[src/rtl/regfile_pkg.sv]
// rtl/regfile_pkg.sv - shared sizes, types and reset pattern for the integer register file
package regfile_pkg;

    localparam int DEFAULT_DATA_WIDTH = 32;
    localparam int DEFAULT_NUM_REGS   = 32;
    localparam int DEFAULT_ADDR_WIDTH = 5;

    typedef logic [DEFAULT_ADDR_WIDTH-1:0] reg_addr_t;
    typedef logic [DEFAULT_DATA_WIDTH-1:0] reg_data_t;

    // Known non-zero operands after reset: xi = 10*i, x0 stays zero.
    function automatic reg_data_t reset_value(input int idx);
        if (idx == 0) begin
            return '0;
        end
        return reg_data_t'(10 * idx);
    endfunction

endpackage

[src/rtl/register_file_read_port.sv]
// rtl/register_file_read_port.sv - one combinational read port with x0 masking and write-through compare
module register_file_read_port #(
    parameter int DATA_WIDTH = regfile_pkg::DEFAULT_DATA_WIDTH,
    parameter int NUM_REGS   = regfile_pkg::DEFAULT_NUM_REGS,
    parameter int ADDR_WIDTH = regfile_pkg::DEFAULT_ADDR_WIDTH
) (
    input  logic [DATA_WIDTH-1:0] regs [NUM_REGS],
    input  logic [ADDR_WIDTH-1:0] raddr,
    input  logic                  byp_en,
    input  logic [ADDR_WIDTH-1:0] waddr,
    input  logic [DATA_WIDTH-1:0] wdata,
    output logic [DATA_WIDTH-1:0] rdata
);

    always_comb begin
        rdata = regs[raddr];
        if (raddr == '0) begin
            rdata = '0;
        end else if (byp_en && (raddr == waddr)) begin
            rdata = wdata;
        end
    end

endmodule

[src/rtl/register_file.sv]
// rtl/register_file.sv - 32x32 integer register file, 2 read / 1 write; REGFILE_BYPASS_EN enables write-through forwarding
module register_file #(
    parameter int DATA_WIDTH = regfile_pkg::DEFAULT_DATA_WIDTH,
    parameter int NUM_REGS   = regfile_pkg::DEFAULT_NUM_REGS,
    parameter int ADDR_WIDTH = regfile_pkg::DEFAULT_ADDR_WIDTH
) (
    input  logic                  clk,
    input  logic                  rst,
    input  logic                  reg_wr,
    input  logic [ADDR_WIDTH-1:0] raddr1,
    input  logic [ADDR_WIDTH-1:0] raddr2,
    input  logic [ADDR_WIDTH-1:0] waddr,
    input  logic [DATA_WIDTH-1:0] wdata,
    output logic [DATA_WIDTH-1:0] rdata1,
    output logic [DATA_WIDTH-1:0] rdata2
);

    import regfile_pkg::*;

    logic [DATA_WIDTH-1:0] regs [NUM_REGS];
    logic                  byp_en;

    always_ff @(posedge clk) begin
        if (rst) begin
            for (int i = 0; i < NUM_REGS; i++) begin
                regs[i] <= DATA_WIDTH'(reset_value(i));
            end
        end else if (reg_wr && (waddr != '0)) begin
            regs[waddr] <= wdata;
        end
    end

`ifdef REGFILE_BYPASS_EN
    assign byp_en = reg_wr && !rst && (waddr != '0);
`else
    assign byp_en = 1'b0;
`endif

    register_file_read_port #(
        .DATA_WIDTH (DATA_WIDTH),
        .NUM_REGS   (NUM_REGS),
        .ADDR_WIDTH (ADDR_WIDTH)
    ) u_rd1 (
        .regs   (regs),
        .raddr  (raddr1),
        .byp_en (byp_en),
        .waddr  (waddr),
        .wdata  (wdata),
        .rdata  (rdata1)
    );

    register_file_read_port #(
        .DATA_WIDTH (DATA_WIDTH),
        .NUM_REGS   (NUM_REGS),
        .ADDR_WIDTH (ADDR_WIDTH)
    ) u_rd2 (
        .regs   (regs),
        .raddr  (raddr2),
        .byp_en (byp_en),
        .waddr  (waddr),
        .wdata  (wdata),
        .rdata  (rdata2)
    );

endmodule

[config.mk]
export PLATFORM = sky130hd
export DESIGN_NAME = register_file
export DESIGN_NICKNAME = d
export VERILOG_FILES = /design/src/rtl/regfile_pkg.sv /design/src/rtl/register_file_read_port.sv /design/src/rtl/register_file.sv
export SDC_FILE = /design/constraint.sdc
export NUM_CORES = 2
export LEC_CHECK = 0
export CAP_MARGIN = 5
export CORE_MARGIN = 2
export CORE_UTILIZATION = 30
export DETAILED_ROUTE_END_ITERATION = 12
export SKIP_LAST_GASP = 1
export SYNTH_ARGS = -nofsm -noshare
export SYNTH_HDL_FRONTEND = slang
export SYNTH_SLANG_ARGS = --single-unit
[constraint.sdc]
create_clock -name clk -period 3.7 [get_ports clk]
set_clock_uncertainty 0.15 [all_clocks]
set_input_delay 0.555 -clock clk [delete_from_list [all_inputs] [get_ports clk]]
set_output_delay 0.555 -clock clk [all_outputs]
set_load 0.05 [all_outputs]
=== Word level (Yosys, flattened, before mapping) ===
Cells that the tools add are included.

* Register bits after elaboration: 1024
* Input port bits: 50
* Output and inout bits: 64

* Order comparisons: 4
* Muxes and demuxes: 11
* Bitwise gates (word level): 3
* Reductions and logical operators: 5

{| class="wikitable"
|+ Operators with widths
! cell !! count
|-
| $bwmux W1024 || 1
|-
| $bmux W32 S5 || 2
|-
| $mux W32 || 7
|-
| $demux W32 S5 || 1
|-
| $ge A6 B6 Y1 const B || 3
|-
| $not A5 Y6 || 3
|-
| $logic_not A5 Y1 || 2
|-
| $lt A6 B1 Y1 const B || 1
|-
| $reduce_bool A5 Y1 || 1
|-
| $logic_and A1 B1 Y1 || 2
|}

=== Longest topological paths before layout ===
* Depth after elaboration: 6
* Mapped depth: 9
* Gate-level depth less buffers: 4

=== By module ===
A second synthesis with hierarchy kept.

* Cells, all modules: 5142
* Area, all modules: 57114.8 um2

{| class="wikitable"
|+ By module, submodules not included
! module !! instances !! cells each !! area an instance (um2)
|-
| register_file || 1 || 3438 || 38934.8
|-
| register_file_read_port || 2 || 852 || 9090.0
|}

=== Least setup slack after synthesis ===
OpenSTA, ideal clock, no wires.

* Path kind: input to output
* Start point: input raddr2[0]
* End point: output rdata2[10]
* Data arrival time: 2.917 ns
* Setup slack: 0.078 ns
* Stages on the path: 7
* Cells stage by stage: buf_2 -> buf_4 -> nor2_1 -> clkbuf_1 -> a221oi_1 -> o21ai_0 -> a311oi_1

* Word-level cells in the longest chain between the ends: 5
* Elaborated cells on any way between the ends: 6

{| class="wikitable"
|+ RTL lines
! element !! line !! source
|-
| start, declared || register_file.sv:11 || <nowiki>input logic [ADDR_WIDTH-1:0] raddr2,</nowiki>
|-
| $not A5 Y6 (not written as such) || register_file_read_port.sv:16 || <nowiki>rdata = regs[raddr];</nowiki>
|-
| $bmux W32 S5 || register_file_read_port.sv:16 ||
|-
| $mux W32 (not written as such) (2 in series) || register_file_read_port.sv:16 ||
|-
| $mux W32 * || register_file_read_port.sv:17 || <nowiki>if (raddr == '0) begin</nowiki>
|-
| end, declared || register_file.sv:15 || <nowiki>output logic [DATA_WIDTH-1:0] rdata2</nowiki>
|}

Mark *: on every way between the ends. The rest lies on a longest branch, timed or not. The select of a mux whose other input is x is not followed.

=== Final worst setup path ===
* Start point: input raddr2[2]
* End point: output rdata2[14]

Same word-level chain as after synthesis.

==> key figures <==
Run
  – Max_cap viols: 0

Power and ir drop
  – P_leak: 20.5 nW
  – Total Power: 25.6 mW
  – PwrDens: 418 mW/mm^2
  – VDD IR max: 0.344 mV

Routing
  – Drt first pass iters: 6
  – DR vias/cell: 5.82
  – # DRC: 0
  – Via count: 47,500
  – Routed WL per cell: 26.4 um
  – Routed Wire Length: 216 mm
  – ANT nets after route: 0
  – DRT iter0 DRCs: 6,451

Global route
  – Aggregate global routing overflow: 0
  – First-pass GRT wire length: 310 mm
  – Gr usage total: 23.6%
  – Number of global-route vias before repair: 45,000
  – Largest net degree at the start of global routing: 101
  – Antenna violations before repair: 8

Timing
  – Final Critical Period: 3.80 ns
  – Achievable Freq: 263 MHz
  – Slew @ Worst Pin: 1.21 ns
  – RSZ-0062 raised after global routing: yes
  – Max Slew Vio Count: 0
  – Final hold slack: 0.315 ns
  – Tcrit/Tclk final: 103%
  – Relative slew slack: 18.5%
  – Final setup fails: 3
  – Final WS setup: -0.0984 ns
  – Final-report hold violation count: 0

Final layout
  – Share of cells above drive strength 1: 19.7%
  – Most frequent cells in the layout: 2,023 x nand2_1, 1,024 x dfxtp_1, 881 x a21oi_1, 448 x mux4_2, 256 x buf_4
  – Register with the most flip-flops: regs
  – Area delta synth->final: 17.8%
  – Core Util, Final: 35.6%
  – Number of nets in the layout: 5,814
  – Layout fillers: 17,000
  – Final non-filler cell total: 8,165
  – Max reg flops: 1,024
  – Registers with the most flip-flops: regs: 1024 flops
  – Commonest non-fill, non-tap cell in the layout: nand2_1

Floorplanning
  – Height of the die: 421 um
  – Core ar.: 0.172 mm^2
  – Rows: 152
  – Chip Width: 421 um
  – I/O pin count: 114
  – Starting Density: 30.3%
  – Die area: 0.177 mm^2

Critical path
  – Crit Path Class: in2out
  – Critical path required time: 2.99 ns
  – Crit path DAT: 3.09 ns
  – Worst path max stage delay: 0.51 ns
  – Worst Setup End Kind: primary output
  – Cell family with most CP delay: buffers and inverters
  – Startpoint Class: primary input
  – Slowest CP cell: a311oi_1
  – Critical-path cell list: buf_8 > buf_4 > buf_12 > mux2i_1 > a221oi_1 > o21ai_0 > a311oi_1 > buf_4 > buf_12
  – Critical Path Fanout Max: 29
  – CP bufs+invs: 5

Synth
  – Gate Count Post-Synth: 5,833
  – FFs w/ async S/R, synth: 0%
  – Syn avg cell area: 8.93 um^2
  – Register area share after synthesis: 39.4%
  – Main area contributors after synthesis: dfxtp_1 39%, mux4_2 19%, nand2_1 15%
  – Syn. warnings: 0
  – Ys flop type: dfxtp_1
  – Post-Syn Nets: 5,883
  – Post-synth cell types: 41
  – Number of flops mapped to enable cells by yosys: 0
  – Synthesized area: 0.0521 mm^2
  – Post-synth top area share: 39.4%
  – Yosys reg bits: 1,024
  – Synth area leader: dfxtp_1

CTS
  – Clock root buffer master: clkbuf_16
  – Post-CTS setup buffers: 0
  – Clock Sinks: 1,024
  – CTS tree: yes
  – Reg clk slew, reported paths: 0.06 ns
  – Inserted Clock Buffers: 102
  – Max Root-Sink Buffers: 3
  – H-tree depth: 3
  – Worst-Skew Late Latency: 0.71 ns

Placed design
  – DP Cell Count: 7,970
  – Dpl hpwl: 134 mm
  – Routability Congestion: 0.945
  – IO Port Bufs: 113
  – Place WS: -0.0558 ns

Min path
  – Min-Delay Path Class: reg2reg

Outcome
  – Failing checks: negative setup slack
  – Status: finished, violations left
-- metal layers --
layer / GRT usage [%] / wire [um]
met5: 0 / 55
met4: 14.8 / 15200
met3: 5.22 / 23700
met2: 36.8 / 96700
met1: 29.7 / 80300
-- repair_timing --
item,4_1_cts,5_1_grt
hold buffers,0,0
resized for setup,3,10
endpoints found under the setup margin,2,9
cloned,0,0
-- area by class of cell --
type	instances	area, um^2	area share [%]
diodes	6	15.0	0.0245
clock buffers	154	3130	5.10
clock inverters	35	494	0.806
inverters	2	11.3	0.0184
multi-input cells	4185	29000	47.3
flip-flops and latches	1024	20500	33.4
well taps	2310	2890	4.71
repair buffers	449	5310	8.66
-- per-stage QoR --
stage	TNS, ns	instance area [um^2]
after floorplan	0	52100
after global placement	-0.442	57600
after detailed placement	-0.0718	57700
after CTS	0	61300
after global routing	-0.0465	61300
final	-0.212	61300
-- worst paths after layout --
path | from | end | slack (ns) | cells past startpoint
worst max-delay path | raddr2[2] | rdata2[14] | -0.1 | 9
worst min register to register | regs[798] | regs[798] | 0.32 | 2
worst max register to register | regs[604] | regs[604] | 2.84 | 2
worst min-delay path | regs[798] | regs[798] | 0.32 | 2
-- Yosys cell counts, types with 19 or more instances --
cell type	n
mux2_2	32
buf_1	37
nor2_1	27
a221oi_1	45
mux4_2	448
buf_2	116
o21ai_0	51
buf_4	50
a31oi_1	32
o21ai_1	26
clkbuf_1	393
a311oi_1	32
nand3b_1	113
nand2_1	2048
a221o_1	32
o2111ai_1	19
dfxtp_1	1024
a21oi_1	881
nor2b_1	71
mux2i_1	192
buf_6	19
a211oi_1	32
a22oi_1	64
-- kinds of logic after synthesis --
family / count (synthesis) / share of synthesized area [%]
multiplexers: 672 / 23.8
AO/OA/AOI/OAI: 1214 / 13.2
flip-flops: 1024 / 39.4
AND/OR/NAND/NOR: 2299 / 18.0
buffers and inverters: 624 / 5.61
-- worst min-delay path, stage by stage (launching register included) --
cell	delay (ns)
dfxtp_1	0.32
nand2_1	0.05
a21oi_1	0.05
-- report_power, final --
part / internal [mW] / switching [mW] / leakage (nW) / total [mW]
sequential: 11.1 / 0.0684 / 8.26 / 11.2
combinational: 1.12 / 1.95 / 10.5 / 3.08
clock: 6.61 / 4.78 / 1.77 / 11.4
No activity file was read; power rests on OpenSTA's default activity.
